--- src/rtl/demo_axis_pkg.sv ---
// ============================================================================
// demo_axis_pkg : shared FSM encoding and sizing constants for the AXIS demo
// Revision      : 1.0
// ============================================================================
`default_nettype none

package demo_axis_pkg;

    typedef enum logic [0:0] {
        ST_IDLE   = 1'b0,
        ST_ACTIVE = 1'b1
    } reader_state_t;

    localparam int unsigned BUF_DEPTH    = 2;
    localparam logic [1:0]  BUF_CNT_FULL = 2'(BUF_DEPTH);

    localparam int unsigned DEF_LEN_W = 8;
    localparam int unsigned DEF_CNT_W = 16;

endpackage

`default_nettype wire

--- src/rtl/axis_skid_buffer.sv ---
// ============================================================================
// axis_skid_buffer : 2-entry FIFO-ordered buffer, head entry drives the output
// Revision         : 1.0
// ============================================================================
`default_nettype none

module axis_skid_buffer #(
    parameter int WIDTH = 5
) (
    input  logic             clk,
    input  logic             rst_n,
    input  logic             push,
    input  logic [WIDTH-1:0] push_data,
    input  logic             pop,
    output logic [1:0]       count,
    output logic [WIDTH-1:0] head_data,
    output logic             head_valid
);

    logic [WIDTH-1:0] mem0;
    logic [WIDTH-1:0] mem1;

    // mem0 is always the head; mem1 only holds the second entry when full.
    always_ff @(posedge clk or negedge rst_n) begin
        if (!rst_n) begin
            mem0  <= '0;
            mem1  <= '0;
            count <= 2'd0;
        end else begin
            case (count)
                2'd0: begin
                    if (push) begin
                        mem0  <= push_data;
                        count <= 2'd1;
                    end
                end
                2'd1: begin
                    if (push && pop) begin
                        mem0 <= push_data;
                    end else if (push) begin
                        mem1  <= push_data;
                        count <= 2'd2;
                    end else if (pop) begin
                        count <= 2'd0;
                    end
                end
                default: begin
                    if (pop) begin
                        mem0 <= mem1;
                        if (push) begin
                            mem1 <= push_data;
                        end else begin
                            count <= 2'd1;
                        end
                    end
                end
            endcase
        end
    end

    assign head_data  = mem0;
    assign head_valid = (count != 2'd0);

endmodule

`default_nettype wire

--- src/rtl/axis_fifo_reader.sv ---
// ============================================================================
// axis_fifo_reader : drains an FWFT FIFO into a fixed-length-packet AXIS master
// Revision         : 1.0
// ============================================================================
`default_nettype none

module axis_fifo_reader
    import demo_axis_pkg::*;
#(
    parameter int WIDTH = 4,
    parameter int LEN_W = DEF_LEN_W,
    parameter int CNT_W = DEF_CNT_W
) (
    input  logic             clk,
    input  logic             rst_n,
    input  logic             i_enable,
    input  logic [LEN_W-1:0] i_pkt_len,
    input  logic [WIDTH-1:0] i_fifo_r_data,
    input  logic             i_fifo_not_empty,
    output logic             o_fifo_r_stb,
    output logic [WIDTH-1:0] o_axis_tdata,
    output logic             o_axis_tvalid,
    output logic             o_axis_tlast,
    input  logic             i_axis_tready,
    output logic [CNT_W-1:0] o_pkt_count,
    output logic             o_busy
);

    reader_state_t    state;
    logic [LEN_W-1:0] len_q;
    logic [LEN_W-1:0] beat_q;
    logic [LEN_W-1:0] len_next;
    logic [1:0]       buf_count;
    logic [WIDTH:0]   head;
    logic             head_valid;
    logic             is_last;
    logic             pop_stb;
    logic             accept;

    assign len_next = (i_pkt_len == '0) ? LEN_W'(1) : i_pkt_len;
    assign is_last  = (beat_q == (len_q - LEN_W'(1)));

    // Pop decision deliberately ignores tready: the spare buffer slot absorbs it.
    assign pop_stb  = (state == ST_ACTIVE) && i_fifo_not_empty && (buf_count != BUF_CNT_FULL);
    assign accept   = head_valid && i_axis_tready;

    always_ff @(posedge clk or negedge rst_n) begin
        if (!rst_n) begin
            state  <= ST_IDLE;
            len_q  <= LEN_W'(1);
            beat_q <= '0;
        end else begin
            case (state)
                ST_IDLE: begin
                    if (i_enable) begin
                        state  <= ST_ACTIVE;
                        len_q  <= len_next;
                        beat_q <= '0;
                    end
                end
                default: begin
                    if (pop_stb) begin
                        if (is_last) begin
                            beat_q <= '0;
                            if (i_enable) begin
                                len_q <= len_next;
                            end else begin
                                state <= ST_IDLE;
                            end
                        end else begin
                            beat_q <= beat_q + LEN_W'(1);
                        end
                    end
                end
            endcase
        end
    end

    always_ff @(posedge clk or negedge rst_n) begin
        if (!rst_n) begin
            o_pkt_count <= '0;
        end else if (accept && o_axis_tlast) begin
            o_pkt_count <= o_pkt_count + CNT_W'(1);
        end
    end

    axis_skid_buffer #(
        .WIDTH (WIDTH + 1)
    ) u_buf (
        .clk        (clk),
        .rst_n      (rst_n),
        .push       (pop_stb),
        .push_data  ({i_fifo_r_data, is_last}),
        .pop        (accept),
        .count      (buf_count),
        .head_data  (head),
        .head_valid (head_valid)
    );

    assign o_fifo_r_stb  = pop_stb;
    assign o_axis_tdata  = head[WIDTH:1];
    assign o_axis_tlast  = head[0] & head_valid;
    assign o_axis_tvalid = head_valid;
    assign o_busy        = (state == ST_ACTIVE) || (buf_count != 2'd0);

endmodule

`default_nettype wire
--- config.mk ---
export PLATFORM = sky130hd
export DESIGN_NAME = axis_fifo_reader
export DESIGN_NICKNAME = d
export VERILOG_FILES = /design/src/rtl/demo_axis_pkg.sv /design/src/rtl/axis_skid_buffer.sv /design/src/rtl/axis_fifo_reader.sv
export SDC_FILE = /design/constraint.sdc
export NUM_CORES = 1
export LEC_CHECK = 0
export CELL_PAD_IN_SITES_DETAIL_PLACEMENT = 0
export CELL_PAD_IN_SITES_GLOBAL_PLACEMENT = 2
export CORE_AREA = 2 2 93 95
export DETAILED_ROUTE_END_ITERATION = 6
export DIE_AREA = 0 0 95 97
export PLACE_DENSITY = 0.84
export RECOVER_POWER = 50
export SYNTH_ARGS = -nofsm -noshare
export SYNTH_HDL_FRONTEND = slang
export SYNTH_HIERARCHICAL = 1
export SYNTH_SLANG_ARGS = --single-unit
--- constraint.sdc ---
create_clock -name clk -period 2.7 [get_ports clk]
set_input_delay 0.54 -clock clk [delete_from_list [all_inputs] [get_ports clk]]
set_output_delay 0.54 -clock clk [all_outputs]
set_load 0.02 [all_outputs]
# After elaboration in Yosys (flattened, before gate mapping)

Index checks and enable logic that the tools add are counted.

Add/subtract/negate cells: 3
Reduce and logical (&&, ||, !) cells: 17
Multiplexer cells: 28
Bitwise gates (word level): 2
Equality and inequality tests: 10

Operators with widths:

| operator              | number |
|---|---|
| $mux 8                | 9 |
| $mux 5                | 6 |
| $pmux 5 s2            | 2 |
| $add 16x1->16 const B | 1 |
| $mux 2                | 6 |
| $add 8x1->8 const B   | 1 |
| $eq 8x8->1            | 1 |
| $logic_not 8->1       | 1 |
| $ne 2x1->1 const B    | 4 |
| $sub 8x1->8 const B   | 1 |
| $reduce_and 3->1      | 2 |
| $reduce_bool 2->1     | 3 |
| $logic_and 1x1->1     | 5 |
| $reduce_and 5->1      | 1 |
| $mux 1                | 4 |
| $ne 2x2->1 const B    | 2 |
| $pmux 2 s2            | 1 |
| $reduce_and 2->1      | 2 |
| $ne 3x2->1 const B    | 1 |
| $ne 3x3->1 const B    | 1 |
| $reduce_bool 3->1     | 1 |
| $eq 2x1->1 const B    | 1 |
| $logic_not 2->1       | 1 |
| $and 1x1->1           | 1 |
| 2 further kinds       | 2 |

Output and inout bits: 24
Flip-flop bits (word level): 45
Word-level logic and storage cells: 67
Input bits: 17

# Longest topological paths before layout

Word-level depth: 6
Depth in mapped cells: 11
Mapped depth without buffers: 10

# Hierarchy

Netlist, hierarchy kept.

By module, submodules not included:

| module           | sequential area each (um2) | cells an instance | instances | area each (um2) |
|---|---|---|---|---|
| axis_fifo_reader | 827.0                      | 173               | 1         | 1,804.2 |
| axis_skid_buffer | 300.3                      | 65                | 1         | 696.9 |

# Worst setup path after synthesis

OpenSTA, ideal clock, no wires.

Path type: reg2reg
From: register len_q[1]
To: register u_buf.mem0[0] (netlist: u_buf/head_data[0])
Stages on the path, launching flop included: 11
Data required time: 2.575 ns
Clock period less this slack: 2.597 ns
Path slack: 0.103 ns
Path buffers: 1
Arrival time: 2.473 ns
Path through: dfrtp_1 > inv_1 > ha_1 > or3b_1 > o31a_1 > o2111ai_1 > a311o_2 > clkbuf_1 > inv_1 > mux2_2 > mux2_2

Word-level cells in the longest chain between the ends: 4
Elaborated cells on any way between the ends: 5
Those cells by class: 1 x add/sub; 1 x eq/ne; 3 x mux

Ends and longest elaborated chain:

| what                             | RTL line                                       | source |
|---|---|---|
| from (decl)                      | axis_fifo_reader.sv:30                         | `logic [LEN_W-1:0] len_q;` |
| from (signal assigned)           | axis_fifo_reader.sv:57                         | `len_q <= len_next;` |
| from (signal assigned)           | axis_fifo_reader.sv:66                         | `len_q <= len_next;` |
| $sub 8x1->8 *                    | axis_fifo_reader.sv:41                         | `assign is_last = (beat_q == (len_q - LEN_W'(1)));` |
| $eq 8x8->1 *                     | axis_fifo_reader.sv:41                         |  |
| net is_last                      | axis_fifo_reader.sv:36                         | `logic is_last;` |
| $mux 5, on equally long branches | axis_skid_buffer.sv:38, axis_skid_buffer.sv:32 |  |
| $pmux 5 s2 *                     | axis_skid_buffer.sv:30                         | `case (count)` |
| to (signal assigned)             | axis_skid_buffer.sv:33                         | `mem0 <= push_data;` |
| to (signal assigned)             | axis_skid_buffer.sv:39                         | `mem0 <= push_data;` |
| to (signal assigned)             | axis_skid_buffer.sv:49                         | `mem0 <= mem1;` |
| to (decl)                        | axis_skid_buffer.sv:20                         | `logic [WIDTH-1:0] mem0;` |

Mark *: on every way through the listed nets, which the timed path passes. The rest lies on a longest branch. The select of a mux whose other input is x is not followed.
A chain may end at the register's enable or synchronous reset.

# Final worst setup path

From: register len_q[1]
To: register len_q[5]

Word-level cells in the longest chain between the ends: 4

Ends and longest elaborated chain:

| what                              | RTL line |
|---|---|
| $sub 8x1->8                       | axis_fifo_reader.sv:41 |
| $eq 8x8->1                        | axis_fifo_reader.sv:41 |
| $ne 2x1->1 (no source line)       | - |
| $reduce_and 2->1 (no source line) | - |

No other way between the ends.

==> results.json <==
{
  "cp.arrival_ns": 2.78,
  "setup_violations": 0,
  "gp_congestion": 0.782,
  "synth_area_um2": 2500,
  "crit_type": "flip-flop to flip-flop",
  "ios": 41,
  "initialDrtViolationCount": 50,
  "final_max_slew_viol_count": 0,
  "synthFlopType": "dfrtp_1",
  "die_h_um": 97,
  "stdcell_area_um2": 3160,
  "cp.required_ns": 2.89,
  "chipWidth_um": 95,
  "timing.rr.start": "len_q[1]",
  "initial_core_util": 0.307,
  "instances_no_fill": 389,
  "drt-total-wl_um": 5560,
  "outcome": "completed",
  "reg2regPathDepth": 9,
  "ys_types": 49,
  "syn_to_final_growth_pct": 26.2,
  "grt_pass1_vias": 1949,
  "tns_ns": 0,
  "post-route-min-period_ns": 2.60,
  "vias": 1962,
  "r2r_setup_slack_ns": 0.10,
  "period_share": 0.961,
  "crit_start": "len_q[1]",
  "synth_top_area_share": 0.440,
  "power.leakage_nw": 1.28,
  "p_per_area_nw_per_um2": 924,
  "numCtsBuffers": 5,
  "avgSynthCellArea_um2": 10.5,
  "gr-total-overflow": 0,
  "detail-route-antenna-nets": 0,
  "dp_cells": 380,
  "maxCapViolations": 0,
  "r2r-end": "len_q[5]",
  "critPathCapture": "len_q[5]",
  "hpwlAfterDp_um": 4020,
  "antenna_found_initial": 0,
  "synth_seq_cells": 45,
  "start_kind": "flip-flop",
  "synth_area_leader_cell": "dfrtp_1",
  "htree_levels": 2,
  "grt_first_pass_wirelength_um": 9580,
  "crit_path_end_kind": "flip-flop",
  "grt_max_degree": 23,
  "cts.sinks": 45,
  "cts_tree": "done",
  "synth_cells": 238,
  "design.core.area_um2": 8130,
  "clock_skew_ns": 0.00482,
  "wl_per_cell_um": 14.3,
  "max_clock_freq_mhz": 385,
  "cts_root_buf": "clkbuf_8",
  "diodes": 0,
  "max_slew_margin": 0.377,
  "nNetsFinal": 303,
  "grt_util_all_layers": 0.128,
  "cts_buffer_depth": 2,
  "synth_nets": 258,
  "ys_warn_count": 6,
  "yosysSeqAreaShare": 0.451,
  "dieArea_um2": 9220,
  "routed_via_density": 5.04,
  "clkTransAtPathRegs_ns": 0.09,
  "ys_top_cells_by_area": "dfrtp_1 (44%), mux2_2 (5.0%), xnor2_1 (4.9%)",
  "p_total_w": 0.00292,
  "worst-slew-pin-transition_ns": 0.935,
  "clk_latency_ns": 0.30,
  "placed_cell_area_um2": 3030,
  "num_rows": 33,
  "portBuffers": 40,
  "hold_violations": 0,
  "first_pass_iters": 4,
  "async_flop_share": 1.00,
  "hp-class": "primary input to asynchronous set/reset pin",
  "rsz0062_at_grt": "false",
  "vdd_ir_drop_max_mv": 0.482,
  "post-route-drc-count": 0,
  "nFillCells": 816,
  "worstPathMaxFanout": 7,
  "layout-drive-gt1-share": 0.144,
  "synth-edff-count": 0
}
==> worst min path at each step <==
stage	start	end	slack, ns	cells past startpoint
4_1_cts	rst_n	u_buf/count[0]	0.14	1
6_report	rst_n	u_buf/mem1[3]	0.31	1
2_1_floorplan	rst_n	beat_q[0]	0.24	0
3_5_place_dp	rst_n	state	0.47	1
5_1_grt	rst_n	u_buf/mem1[3]	0.37	1
3_3_place_gp	o_pkt_count[15]	o_pkt_count[15]	0.46	1
==> synthesized netlist by cell type, types with 6 or more instances <==
cell	instances
mux2_2	11
nor2_1	6
xor2_1	8
dfrtp_1	44
inv_1	17
mux2_4	7
nand3_1	9
nand4_1	8
clkbuf_1	6
xnor2_1	14
a31oi_1	6
o21ai_0	6
and3_1	6
o211ai_1	7
nand2_1	14
o22ai_1	6
==> kinds of logic (layout without fill, tap and decap cells) <==
group,Yosys count,count (layout),share of synthesized area
flip-flops,45,45,0.451
XOR/XNOR,22,22,0.0770
adder cells (fa/ha/maj),3,3,0.0150
buffers and inverters,26,72,0.0415
AO/OA/AOI/OAI,45,45,0.133
multiplexers,22,22,0.108
AND/OR/NAND/NOR,75,75,0.176
==> critical path, cell delays in order, from the launching register on <==
cell	delay (ns)
dfrtp_1	0.44
inv_1	0.07
ha_1	0.17
or3b_1	0.39
nor4_1	0.22
o2111ai_1	0.15
a311o_2	0.42
o22ai_4	0.17
buf_12	0.16
mux2_4	0.30
==> metrics by stage <==
step | utilization | setup slack (ns) | hold slack (ns)
after floorplan | - | 0.103 | 0.244
after global placement | 0.373 | 0.142 | 0.464
after detailed placement | 0.373 | 0.0602 | 0.470
after CTS | 0.387 | 0.0337 | 0.143
after global routing | 0.388 | 0.0329 | 0.372
final | 0.388 | 0.104 | 0.311
==> placed cells by master, fill, tap and decap left out, types with 2 or more instances in the layout <==
master           Yosys  layout
a21o_1               2       2
a21oi_1              5       5
a31oi_1              6       6
and3_1               6       6
and4_1               2       2
buf_4                1       4
clkbuf_1             6       3
clkbuf_8             0       5
clkdlybuf4s50_1      0      39
dfrtp_1             44      44
ha_1                 3       3
inv_1               17      17
mux2_2              11      11
mux2_4               7       7
mux2i_1              4       4
nand2_1             14      14
nand2b_1             4       4
nand3_1              9       9
nand4_1              8       8
nand4b_1             4       4
nor2_1               6       6
nor3_1               5       5
nor4_1               2       2
o211ai_1             7       7
o21ai_0              6       6
o22ai_1              6       6
o311ai_0             2       2
or2_2                5       5
or3_1                2       2
xnor2_1             14      14
xor2_1               8       8
==> cell type report <==
class                           count  area (µm²)  area share
Sequential cell                    45        1130       0.357
Clock inverter                      3        46.3      0.0147
Timing Repair Buffer               47         452       0.143
Tap cell                          105         131      0.0416
Multi-Input combinational cell    167        1270       0.402
Clock buffer                        5        68.8      0.0218
Inverter                           17        63.8      0.0202
==> flip-flops by register name, summed over array words and instances, names as in the netlist <==
| register | cells |
|---|---|
| u_buf/count | 2 |
| u_buf/mem1 | 5 |
| state | 1 |
| u_buf/head_data | 5 |
| o_pkt_count | 16 |
| beat_q | 8 |
| len_q | 8 |
==> per-layer routing <==
metal | share of wire | vias up | GRT usage
li1 | - | 953 | -
met2 | 0.46 | 48 | 0.191
met4 | 0.0092 | 0 | 0.0346
met5 | 0 | - | 0
met3 | 0.042 | 4 | 0.0257
met1 | 0.49 | 957 | 0.188
==> timing repair <==
action,CTS,global route
endpoints found under the setup margin,0,7
hold buffers,0,0
gates resized for setup,0,0
buffers inserted,0,1
hold endpoints to repair,0,0
==> power breakdown <==
group | total [W] | switching (W) | internal, W
clock network | 0.000534 | 0.000257 | 0.000278
registers | 0.00112 | 0.000239 | 0.000878
logic | 0.00127 | 0.000618 | 0.000648
Note: power is estimated with default switching activity, not from simulation.
